$ cat src/rtl/dbus_uncached_axi_slave.sv
// Uncached data-bus responder: turns one held CPU read/write request into a
// single-beat AXI3 transaction and stalls the pipeline until it completes.
module dbus_uncached_axi_slave #(
  parameter int unsigned          BUS_WIDTH = 4,
  parameter logic [BUS_WIDTH-1:0] AXI_ID    = 4'd1
) (
  input  logic                 clk,
  input  logic                 rst_n,
  // memory-stage uncached bus
  input  logic                 dbus_read,
  input  logic                 dbus_write,
  input  logic [31:0]          dbus_address,
  input  logic [3:0]           dbus_byteenable,
  input  logic [31:0]          dbus_wrdata,
  output logic [31:0]          dbus_rddata,
  output logic                 dbus_stall,
  output logic                 bus_error,
  // AXI read address / data
  output logic [BUS_WIDTH-1:0] arid,
  output logic [31:0]          araddr,
  output logic [3:0]           arlen,
  output logic [2:0]           arsize,
  output logic [1:0]           arburst,
  output logic                 arvalid,
  input  logic                 arready,
  input  logic [31:0]          rdata,
  input  logic [1:0]           rresp,
  input  logic                 rlast,
  input  logic                 rvalid,
  output logic                 rready,
  // AXI write address / data / response
  output logic [BUS_WIDTH-1:0] awid,
  output logic [31:0]          awaddr,
  output logic [3:0]           awlen,
  output logic [2:0]           awsize,
  output logic [1:0]           awburst,
  output logic                 awvalid,
  input  logic                 awready,
  output logic [31:0]          wdata,
  output logic [3:0]           wstrb,
  output logic                 wlast,
  output logic                 wvalid,
  input  logic                 wready,
  input  logic [1:0]           bresp,
  input  logic                 bvalid,
  output logic                 bready
);

  localparam logic [2:0] StIdle   = 3'd0;
  localparam logic [2:0] StRdAddr = 3'd1;
  localparam logic [2:0] StRdData = 3'd2;
  localparam logic [2:0] StWr     = 3'd3;
  localparam logic [2:0] StWrResp = 3'd4;
  localparam logic [2:0] StDone   = 3'd5;

  logic [2:0]  state_q, state_d;
  logic [31:0] addr_q, addr_d;
  logic [2:0]  size_q, size_d;
  logic [31:0] wdata_q, wdata_d;
  logic [3:0]  strb_q, strb_d;
  logic        wr_pend_q, wr_pend_d;
  logic        aw_done_q, aw_done_d;
  logic        w_done_q, w_done_d;
  logic [31:0] rddata_q, rddata_d;

  logic [2:0]  dec_size;
  logic [1:0]  dec_off;

  // rlast is implied by single-beat reads; low address bits come from the lane decode
  logic unused_sigs;
  assign unused_sigs = ^{dbus_address[1:0], rlast};

  always_comb begin
    dec_size = 3'd2;
    dec_off  = 2'd0;
    case (dbus_byteenable)
      4'b0001: begin dec_size = 3'd0; dec_off = 2'd0; end
      4'b0010: begin dec_size = 3'd0; dec_off = 2'd1; end
      4'b0100: begin dec_size = 3'd0; dec_off = 2'd2; end
      4'b1000: begin dec_size = 3'd0; dec_off = 2'd3; end
      4'b0011: begin dec_size = 3'd1; dec_off = 2'd0; end
      4'b1100: begin dec_size = 3'd1; dec_off = 2'd2; end
      default: begin dec_size = 3'd2; dec_off = 2'd0; end
    endcase
  end

  always_comb begin
    state_d   = state_q;
    addr_d    = addr_q;
    size_d    = size_q;
    wdata_d   = wdata_q;
    strb_d    = strb_q;
    wr_pend_d = wr_pend_q;
    aw_done_d = aw_done_q;
    w_done_d  = w_done_q;
    rddata_d  = rddata_q;
    case (state_q)
      StIdle: begin
        if (dbus_read || dbus_write) begin
          addr_d    = {dbus_address[31:2], dec_off};
          size_d    = dec_size;
          wdata_d   = dbus_wrdata;
          strb_d    = dbus_byteenable;
          wr_pend_d = dbus_read & dbus_write;
          state_d   = dbus_read ? StRdAddr : StWr;
        end
      end
      StRdAddr: if (arready) state_d = StRdData;
      StRdData: begin
        if (rvalid) begin
          rddata_d  = rdata;
          // a paired write follows the read without an intervening DONE
          state_d   = wr_pend_q ? StWr : StDone;
          wr_pend_d = 1'b0;
        end
      end
      StWr: begin
        aw_done_d = aw_done_q | awready;
        w_done_d  = w_done_q | wready;
        if (aw_done_d && w_done_d) begin
          aw_done_d = 1'b0;
          w_done_d  = 1'b0;
          state_d   = StWrResp;
        end
      end
      StWrResp: if (bvalid) state_d = StDone;
      StDone:   state_d = StIdle;
      default:  state_d = StIdle;
    endcase
  end

  always_ff @(posedge clk or negedge rst_n) begin
    if (!rst_n) begin
      state_q   <= StIdle;
      addr_q    <= '0;
      size_q    <= '0;
      wdata_q   <= '0;
      strb_q    <= '0;
      wr_pend_q <= 1'b0;
      aw_done_q <= 1'b0;
      w_done_q  <= 1'b0;
      rddata_q  <= '0;
    end else begin
      state_q   <= state_d;
      addr_q    <= addr_d;
      size_q    <= size_d;
      wdata_q   <= wdata_d;
      strb_q    <= strb_d;
      wr_pend_q <= wr_pend_d;
      aw_done_q <= aw_done_d;
      w_done_q  <= w_done_d;
      rddata_q  <= rddata_d;
    end
  end

  // gated by rst_n so the pipeline is released as soon as reset is asserted
  assign dbus_stall  = rst_n & (dbus_read | dbus_write) & (state_q != StDone);
  assign dbus_rddata = rddata_q;
  assign bus_error   = ((state_q == StRdData) & rvalid & (rresp != 2'b00)) |
                       ((state_q == StWrResp) & bvalid & (bresp != 2'b00));

  assign arid    = AXI_ID;
  assign araddr  = addr_q;
  assign arlen   = 4'd0;
  assign arsize  = size_q;
  assign arburst = 2'b01;
  assign arvalid = (state_q == StRdAddr);
  assign rready  = (state_q == StRdData);

  assign awid    = AXI_ID;
  assign awaddr  = addr_q;
  assign awlen   = 4'd0;
  assign awsize  = size_q;
  assign awburst = 2'b01;
  assign awvalid = (state_q == StWr) & ~aw_done_q;
  assign wdata   = wdata_q;
  assign wstrb   = strb_q;
  assign wlast   = 1'b1;
  assign wvalid  = (state_q == StWr) & ~w_done_q;
  assign bready  = (state_q == StWrResp);

endmodule

$ cat config.mk
export PLATFORM = sky130hd
export DESIGN_NAME = dbus_uncached_axi_slave
export DESIGN_NICKNAME = d
export VERILOG_FILES = /design/src/rtl/dbus_uncached_axi_slave.sv
export SDC_FILE = /design/constraint.sdc
export NUM_CORES = 1
export LEC_CHECK = 0
export CAP_MARGIN = 40
export CORE_UTILIZATION = 39
export CTS_BUF_LIST = sky130_fd_sc_hd__clkbuf_16
export CTS_CLUSTER_DIAMETER = 120
export DETAILED_ROUTE_END_ITERATION = 16
export GPL_TIMING_DRIVEN = 0
export PLACE_DENSITY = 0.81
export SYNTH_ARGS = -nofsm -noshare
export SYNTH_HDL_FRONTEND = slang
export SYNTH_SLANG_ARGS = --single-unit
$ cat constraint.sdc
create_clock -name clk -period 2.2 [get_ports clk]
set_clock_uncertainty 0.1 [all_clocks]
set_input_delay 0.44 -clock clk [delete_from_list [all_inputs] [get_ports clk]]
set_output_delay 0.44 -clock clk [all_outputs]
set_load 0.03 [all_outputs]
=== Yosys cells after proc, flatten, opt, wreduce, memory -nomap -nowiden ===
Cells that the tools add are included.

* Bitwise logic cells: 15
* Reductions and logical operators: 13
* Equality and inequality tests: 16
* Muxes and demuxes: 15

{| class="wikitable"
|+ Operators with widths
! kind !! count
|-
| $mux W3 || 6
|-
| $pmux W3 S5 || 1
|-
| $and A1 B1 Y1 || 9
|-
| $eq A4 B2 Y1 const B || 2
|-
| $eq A4 B4 Y1 const B || 2
|-
| $ne A2 B2 Y1 const B || 4
|-
| $eq A3 B2 Y1 const B || 2
|-
| $pmux W2 S3 || 1
|-
| $reduce_bool A2 Y1 || 3
|-
| $reduce_and A5 Y1 || 1
|-
| $eq A4 B1 Y1 const B || 1
|-
| $eq A4 B3 Y1 const B || 1
|-
| $mux W1 || 4
|-
| $or A1 B1 Y1 || 4
|-
| $pmux W2 S2 || 1
|-
| $reduce_and A2 Y1 || 2
|-
| $reduce_or A2 Y1 || 2
|-
| $reduce_or A4 Y1 || 1
|-
| $eq A3 B1 Y1 const B || 1
|-
| $eq A3 B3 Y1 const B || 1
|-
| $logic_not A3 Y1 || 1
|-
| $ne A3 B3 Y1 const B || 1
|-
| $reduce_and A3 Y1 || 1
|-
| $mux W2 || 1
|-
| other kinds (5) || 6
|}

* Register bits: 109
* Output and inout port bits: 166

=== Logic depth before layout (Yosys ltp) ===
Gate-level depths: netlist of run 1.

* Word-level depth: 4
* Mapped depth: 5
* Mapped depth without buffers: 3

=== Worst setup path after synthesis of run 1 ===
OpenSTA, ideal clock, no wires.

* Path kind: reg2out
* Start point: register state_q[2]
* End point: output bus_error
* Arrival: 2,072 ps
* Path buffers: 1
* Required time: 1,660 ps
* Slack: -412 ps
* Stages on the path, launching flop included: 5
* Path through: dfrtp_1 > buf_2 > nor3b_1 > nand2_1 > o22ai_1

* Longest elaborated chain between the ends: 4
* Elaborated cells between the ends (all ways): 7
* Those cells by class: eq/ne: 2; bitwise: 5

{| class="wikitable"
|+ Ends and longest elaborated chain
! element !! line !! source
|-
| start, declared || 56 || <nowiki>logic [2:0] state_q, state_d;</nowiki>
|-
| start signal, assigned || 134 || <nowiki>state_q <= StIdle;</nowiki>
|-
| start signal, assigned || 144 || <nowiki>state_q <= state_d;</nowiki>
|-
| $eq A3 B3 Y1 || n/a ||
|-
| via bready || 46 || <nowiki>output logic bready</nowiki>
|-
| $and A1 B1 Y1 (2 in a row) || 160 || <nowiki>((state_q == StWrResp) & bvalid & (bresp != 2'b00));</nowiki>
|-
| $or A1 B1 Y1 || 159 || <nowiki>assign bus_error = ((state_q == StRdData) & rvalid & (rresp != 2'b00)) |</nowiki>
|-
| end, declared || 17 || <nowiki>output logic bus_error,</nowiki>
|}

The timed path passes the listed nets, and every way through them passes these cells.

=== Worst setup path after layout of run 1 ===
* Start point: register state_q[0]
* End point: output arvalid

* Longest elaborated chain between the ends: 1

{| class="wikitable"
|+ Ends and longest elaborated chain
! element !! line !! source
|-
| $eq A3 B1 Y1 || 167 || <nowiki>assign arvalid = (state_q == StRdAddr);</nowiki>
|-
| end, declared || 24 || <nowiki>output logic arvalid,</nowiki>
|}

Every way passes these cells.

==> results of run 1 <==
## cell usage after synthesis (3+ instances only)
library cell and number:
dfrtp_1 108, mux2_4 68, buf_4 58, mux2_2 33
nor2_1 11, buf_6 10, a21oi_1 4, nor3b_1 3
## flip-flops by register name, indices dropped and copies added (netlist names)
name and flops:
arsize 2, araddr 32, wstrb 4, dbus_rddata 32, aw_done_q 1, wdata 32
wr_pend_q 1, state_q 3, w_done_q 1
## path summary, 6_finish.rpt
kind	end	slack [ns]	depth (start not counted)
setup / recovery	arvalid	0.06	3
hold / removal	wdata[10]$_DFFE_PN0P_	0.04	2
setup reg to reg	wdata[15]$_DFFE_PN0P_	0.46	5
hold reg to reg	dbus_rddata[25]$_DFFE_PN0P_	0.40	1
min in group clk	dbus_rddata[25]$_DFFE_PN0P_	0.40	1
max in group asynchronous	wdata[24]$_DFFE_PN0P_	1.02	2
## report_power, final
part	switching [W]	internal [W]	total (W)	leakage [nW]
logic	0.00434	0.00446	0.00879	2.33
registers	0.000715	0.00301	0.00373	1.28
clock network	0.000679	0.000868	0.00155	0.143
## final cells by class
cell class,count,area (µm²),share of cell area
multi-input combinational,175,1840,0.224
clock inverter,7,58.8,0.00718
timing repair buffer,256,2580,0.315
clock buffer,9,225,0.0275
inverter,2,7.51,0.000916
buffer,70,561,0.0684
sequential,108,2700,0.330
tap,172,215,0.0263
## metrics by stage
step           power [W]  hold slack [ns]  instances  TNS (ns)  setup WS (ns)
4_1_cts           0.0142          -0.0250        797         0         0.0415
3_5_place_dp      0.0126            0.394        781     -9.82         -0.485
2_1_floorplan    0.00919           0.0444        355         0          0.122
6_report          0.0141           0.0369        799         0         0.0644
5_1_grt           0.0147           0.0451        799         0       0.000387
3_3_place_gp      0.0124            0.387        780   -378.70          -4.17
## cells by family (layout without fill, tap and decap cells)
logic type / after synthesis / count (layout) / share of synthesized area
DFF: 108 / 108 / 0.540
muxes: 102 / 102 / 0.280
buffers and inverters: 72 / 344 / 0.113
AOI/OAI and AO/OA: 18 / 18 / 0.0247
other: 2 / 23 / 0.00150
and+or+nand+nor: 30 / 30 / 0.0377
xor gates and xnor gates: 2 / 2 / 0.00350
## metal layers
layer,GRT usage,up-vias
met5,0,-
met3,0.0438,17
met2,0.316,169
li1,-,1647
met4,0.0632,0
met1,0.209,1732
## critical path, stage by stage, from the launching register on
cell,delay [ns]
dfrtp_2,0.47
buf_2,0.24
nor3b_1,0.22
clkdlybuf4s15_2,0.33
## timing repair
action                                 in CTS  in global routing
resized for setup                          26                  8
setup endpoints to repair                   7                  4
endpoints found under the hold margin      53                 11
==> impl_metrics.csv, run 1 <==
group,metric,value,unit
timing,max_clock_freq,468,MHz
layout,nNetsFinal,736,
floorplan,fp.dieH,115,µm
layout,final_cell_mix,"245 x clkdlybuf4s50_1, 107 x dfrtp_1, 68 x mux2_4, 59 x buf_4, 33 x mux2_2",
worst_setup_path,cp.arrival,1.60,ns
synth,ys_seq_area_frac,0.540,
synth,yosysTopAreaCellShare,0.540,
cts,clockRootBuffer,"clkbuf_16",
global_route,antenna_found_initial,0,
synth,synth_edf_count,0,
place,dpl-instance-area,7870,µm²
routing,dr.max_layer_used,"met4",
layout,antennaDiodeCount,0,
place,place_congestion,0.841,
synth,synth.avg_cell_area,15.0,µm²
timing,tightest_slew,0.651,ns
worst_setup_path,critPathKind,"reg -> out",
cts,cts_htree_levels,3,
routing,drc,0,
hold_path,worstHoldPathType,"in -> async",
global_route,grt_pass1_vias,3613,
routing,dr_wl_met3,870,µm
floorplan,dieArea,13300,µm²
synth,syn_area,5010,µm²
run_status,status,"finished clean",
pwr,power_density,1720,nW/µm²
worst_setup_path,start_kind,"flip-flop",
cts,clock_latency,0.33,ns
synth,ys_async_sr_fraction,1.00,
synth,ys.warnings.count,0,
layout,fillers,932,
synth,syn_inst,334,
timing,hold_viol,0,
global_route,gr-total-overflow,0,
layout,final_core_util,0.652,
timing,relSlewSlack,0.566,
routing,avgViaCountPerCell,4.46,
floorplan,die_w,115,µm
cts,cts_sinks,108,
cts,cts_buffers,9,
cts,path_clk_slew,0.07,ns
cts,cts_max_path_buffers,2,
routing,drt-wirelength-per-cell,15.2,µm
place,dp_hpwl,9.23,mm
worst_setup_path,path_max_fanout,10,
timing,fin_crit,2.14,ns
cts,cts_tree,"done",
flow_run,max-cap-violations,0,
synth,synth_area_leaders,"dfrtp_1 54%, mux2_4 20%, buf_4 8.7%",
layout,drive_above_1_share,0.319,
worst_setup_path,crit_required,1.66,ns
floorplan,coreArea,12600,µm²
cts,postCtsSetupBuffers,0,
timing,setup_violations,0,
pwr,peakVddDrop,0.000850,V
synth,synthFlopType,"dfrtp_1",
routing,met2_length,6.21,mm
floorplan,rows,41,
synth,synth.distinct_cells,37,
timing,period_share,0.971,
routing,ant_nets,0,
timing,rsz0062_at_grt,"no",
routing,drt_pass1_iterations,6,
routing,drt_iter0_markers,144,
layout,stdcell_area,8190,µm²
floorplan,io_pins,280,
global_route,grt_usage,0.178,
routing,wirelength_met1,4.84,mm
layout,area_growth,63.6,%
synth,synth.largest_area_cell,"dfrtp_1",
place,port_buffers,253,
floorplan,start_util,0.399,
synth,synth_seq_cells,108,
global_route,grt_pass1_wl,18.3,mm
worst_setup_path,worst_setup_path_end_kind,"output port",
routing,vias,3565,
global_route,grt_max_degree,56,
pwr,power.static_leakage,3.75,nW
timing,final-max-slew-violation-count,0,
worst_setup_path,reg2reg_from,"state_q[1]$_DFFE_PN0P_",
routing,finalWirelength,12.1,mm
worst_setup_path,crit_start,"state_q[0]$_DFFE_PN0P_",
layout,final_common_cell,"clkdlybuf4s50_1",
No activity file was read; power rests on OpenSTA's default activity.
==> run 2: changes to the inputs <==
CORE_ASPECT_RATIO = 1.1   (was not set)
==> run 2 against run 1 <==
  * Register-to-register slack got worse by 0.05 ns
  * Clock-buffer cell count unchanged
  * Global-route usage increased by 0.94 points
  * Fmax increased by 1.0%
  * Clock power increased by 5%
  * First-iteration DRC count decreased by 40%
  * Sequential power decreased by 1%
  * Combinational power increased by 1%
  * Utilization increased by 0.099 points
  * Routed wire length increased by 5.1%
==> impl_metrics.csv, run 2 (same netlist as run 1, synthesis figures left out) <==
group,metric,value,unit
run_status,status,"finished clean",
timing,fin_crit,2.11,ns
timing,max_clock_freq,473,MHz
routing,drc,0,
place,place_ws,-0.439,ns
timing,relSlewSlack,0.565,
layout,nNetsFinal,739,
cts,cts_sinks,108,
global_route,grt_usage,0.188,
cts,cts_htree_levels,3,
floorplan,start_util,0.398,
pwr,power.switching,0.00582,W
place,dp_hpwl,9.62,mm
timing,tns,0,ns
global_route,grt_pass1_wl,18.9,mm
layout,final_cells,786,
layout,area_growth,64.1,%
worst_setup_path,crit_required,1.66,ns
layout,final_cell_mix,"245 x clkdlybuf4s50_1, 107 x dfrtp_1, 68 x mux2_4, 61 x buf_4, 33 x mux2_2",
worst_setup_path,cp_cell_sequence,"buf_4 -> nor3b_4 -> dlygate4sd2_1",
timing,hold_viol,0,
cts,cts_tree,"done",
cts,cts_max_path_buffers,2,
timing,worst_slack,0.0856,ns
layout,fillers,950,
global_route,grt_max_degree,61,
routing,drt-wirelength-per-cell,16.2,µm
cts,cts_buffers,9,
pwr,combPwrFrac,0.626,
pwr,clockPowerShare,0.115,
global_route,antenna_found_initial,1,
flow_run,max-cap-violations,0,
global_route,grt_pass1_vias,3701,
worst_setup_path,critPathKind,"reg -> out",
floorplan,coreArea,12600,µm²
pwr,peakVddDrop,0.000990,V
worst_setup_path,crit_path_max_incr_delay,0.45,ns
worst_setup_path,slowest_stage,"dlygate4sd2_1",
layout,final_core_util,0.653,
layout,final_common_cell,"clkdlybuf4s50_1",
pwr,sw_frac_of_total,0.410,
floorplan,fp.dieH,121,µm
routing,drt_iter0_markers,86,
cts,clockRootBuffer,"clkbuf_16",
worst_setup_path,cp_top_family,"buffers and inverters",
layout,antennaDiodeCount,0,
place,place_inst,766,
pwr,power.internal,0.00839,W
routing,avgViaCountPerCell,4.59,
timing,period_share,0.961,
floorplan,dieArea,13300,µm²
place,port_buffers,253,
layout,drive_above_1_share,0.328,
routing,vias,3610,
worst_setup_path,worst_setup_path_end_kind,"output port",
timing,tightest_slew,0.653,ns
place,place_congestion,0.768,
worst_setup_path,start_kind,"flip-flop",
floorplan,rows,43,
cts,clock_latency,0.34,ns
worst_setup_path,cp.arrival,1.57,ns
routing,drt_pass1_iterations,6,
pwr,pwr-share-seq,0.260,
timing,hold_slack,0.408,ns
worst_setup_path,critPathBufInv,2,
floorplan,die_w,110,µm
global_route,gr-total-overflow,0,
floorplan,io_pins,280,
cts,path_clk_slew,0.07,ns
hold_path,worstHoldPathType,"reg -> reg",
timing,setup_violations,0,
pwr,power_density,1730,nW/µm²
worst_setup_path,path_max_fanout,10,
pwr,power.static_leakage,3.76,nW
timing,final-max-slew-violation-count,0,
routing,ant_nets,0,
routing,finalWirelength,12.7,mm
run 2: cell type report:
type	instances	area [µm²]	share of cell area
buffer	70	561	0.0682
clock buffer	9	225	0.0274
clock inverter	6	72.6	0.00883
inverter	2	7.51	0.000913
multi-input combinational	175	1840	0.224
sequential	108	2700	0.329
tap	157	196	0.0239
timing repair buffer	259	2610	0.318
run 2: repair_timing:
| item | in CTS | in global routing |
|---|---|---|
| endpoints found under the hold margin | 48 | 0 |
| setup buffers | 0 | 2 |
| hold buffers | 3 | 0 |
| cloned | 0 | 0 |
| endpoints found under the setup margin | 7 | 6 |
| resized for setup | 24 | 9 |
run 2: worst paths after layout:
kind                                                  start                          end  slack [ns]  depth (start not counted)
worst min register to register  dbus_rddata[14]$_DFFE_PN0P_  dbus_rddata[14]$_DFFE_PN0P_        0.41                          1
min in group asynchronous                             rst_n  dbus_rddata[26]$_DFFE_PN0P_        0.61                          3
worst max-delay path                 state_q[1]$_DFFE_PN0P_                       bready        0.09                          3
worst min-delay path            dbus_rddata[14]$_DFFE_PN0P_  dbus_rddata[14]$_DFFE_PN0P_        0.41                          1
max in group asynchronous                             rst_n        araddr[4]$_DFFE_PN0P_        1.08                          3
worst max register to register       state_q[0]$_DFFE_PN0P_         wdata[3]$_DFFE_PN0P_        0.41                          5
run 2: stage by stage:
stage               total power [W]  instance area, µm²
finish                       0.0142                8220
global route                 0.0149                8220
CTS                          0.0143                8210
detailed placement           0.0126                7850
global placement             0.0124                7830
floorplan                   0.00919                5100
run 2: layer usage:
| layer | wire (µm) | share of wire | track usage |
|---|---|---|---|
| met1 | 4850 | 0.38 | 0.213 |
| met2 | 6650 | 0.52 | 0.334 |
| met3 | 1060 | 0.084 | 0.0499 |
| met4 | 170 | 0.013 | 0.0667 |
| met5 | 0 | 0 | 0 |
run 2: power by group through the flow:
stage                     Combinational [W]  Clock [W]  Sequential (W)
final                               0.00889    0.00163         0.00369
after global routing                0.00930    0.00174         0.00382
after CTS                           0.00892    0.00167         0.00371
after detailed placement            0.00888          0         0.00373
after global placement              0.00875          0         0.00367
after floorplan                     0.00366          0         0.00554
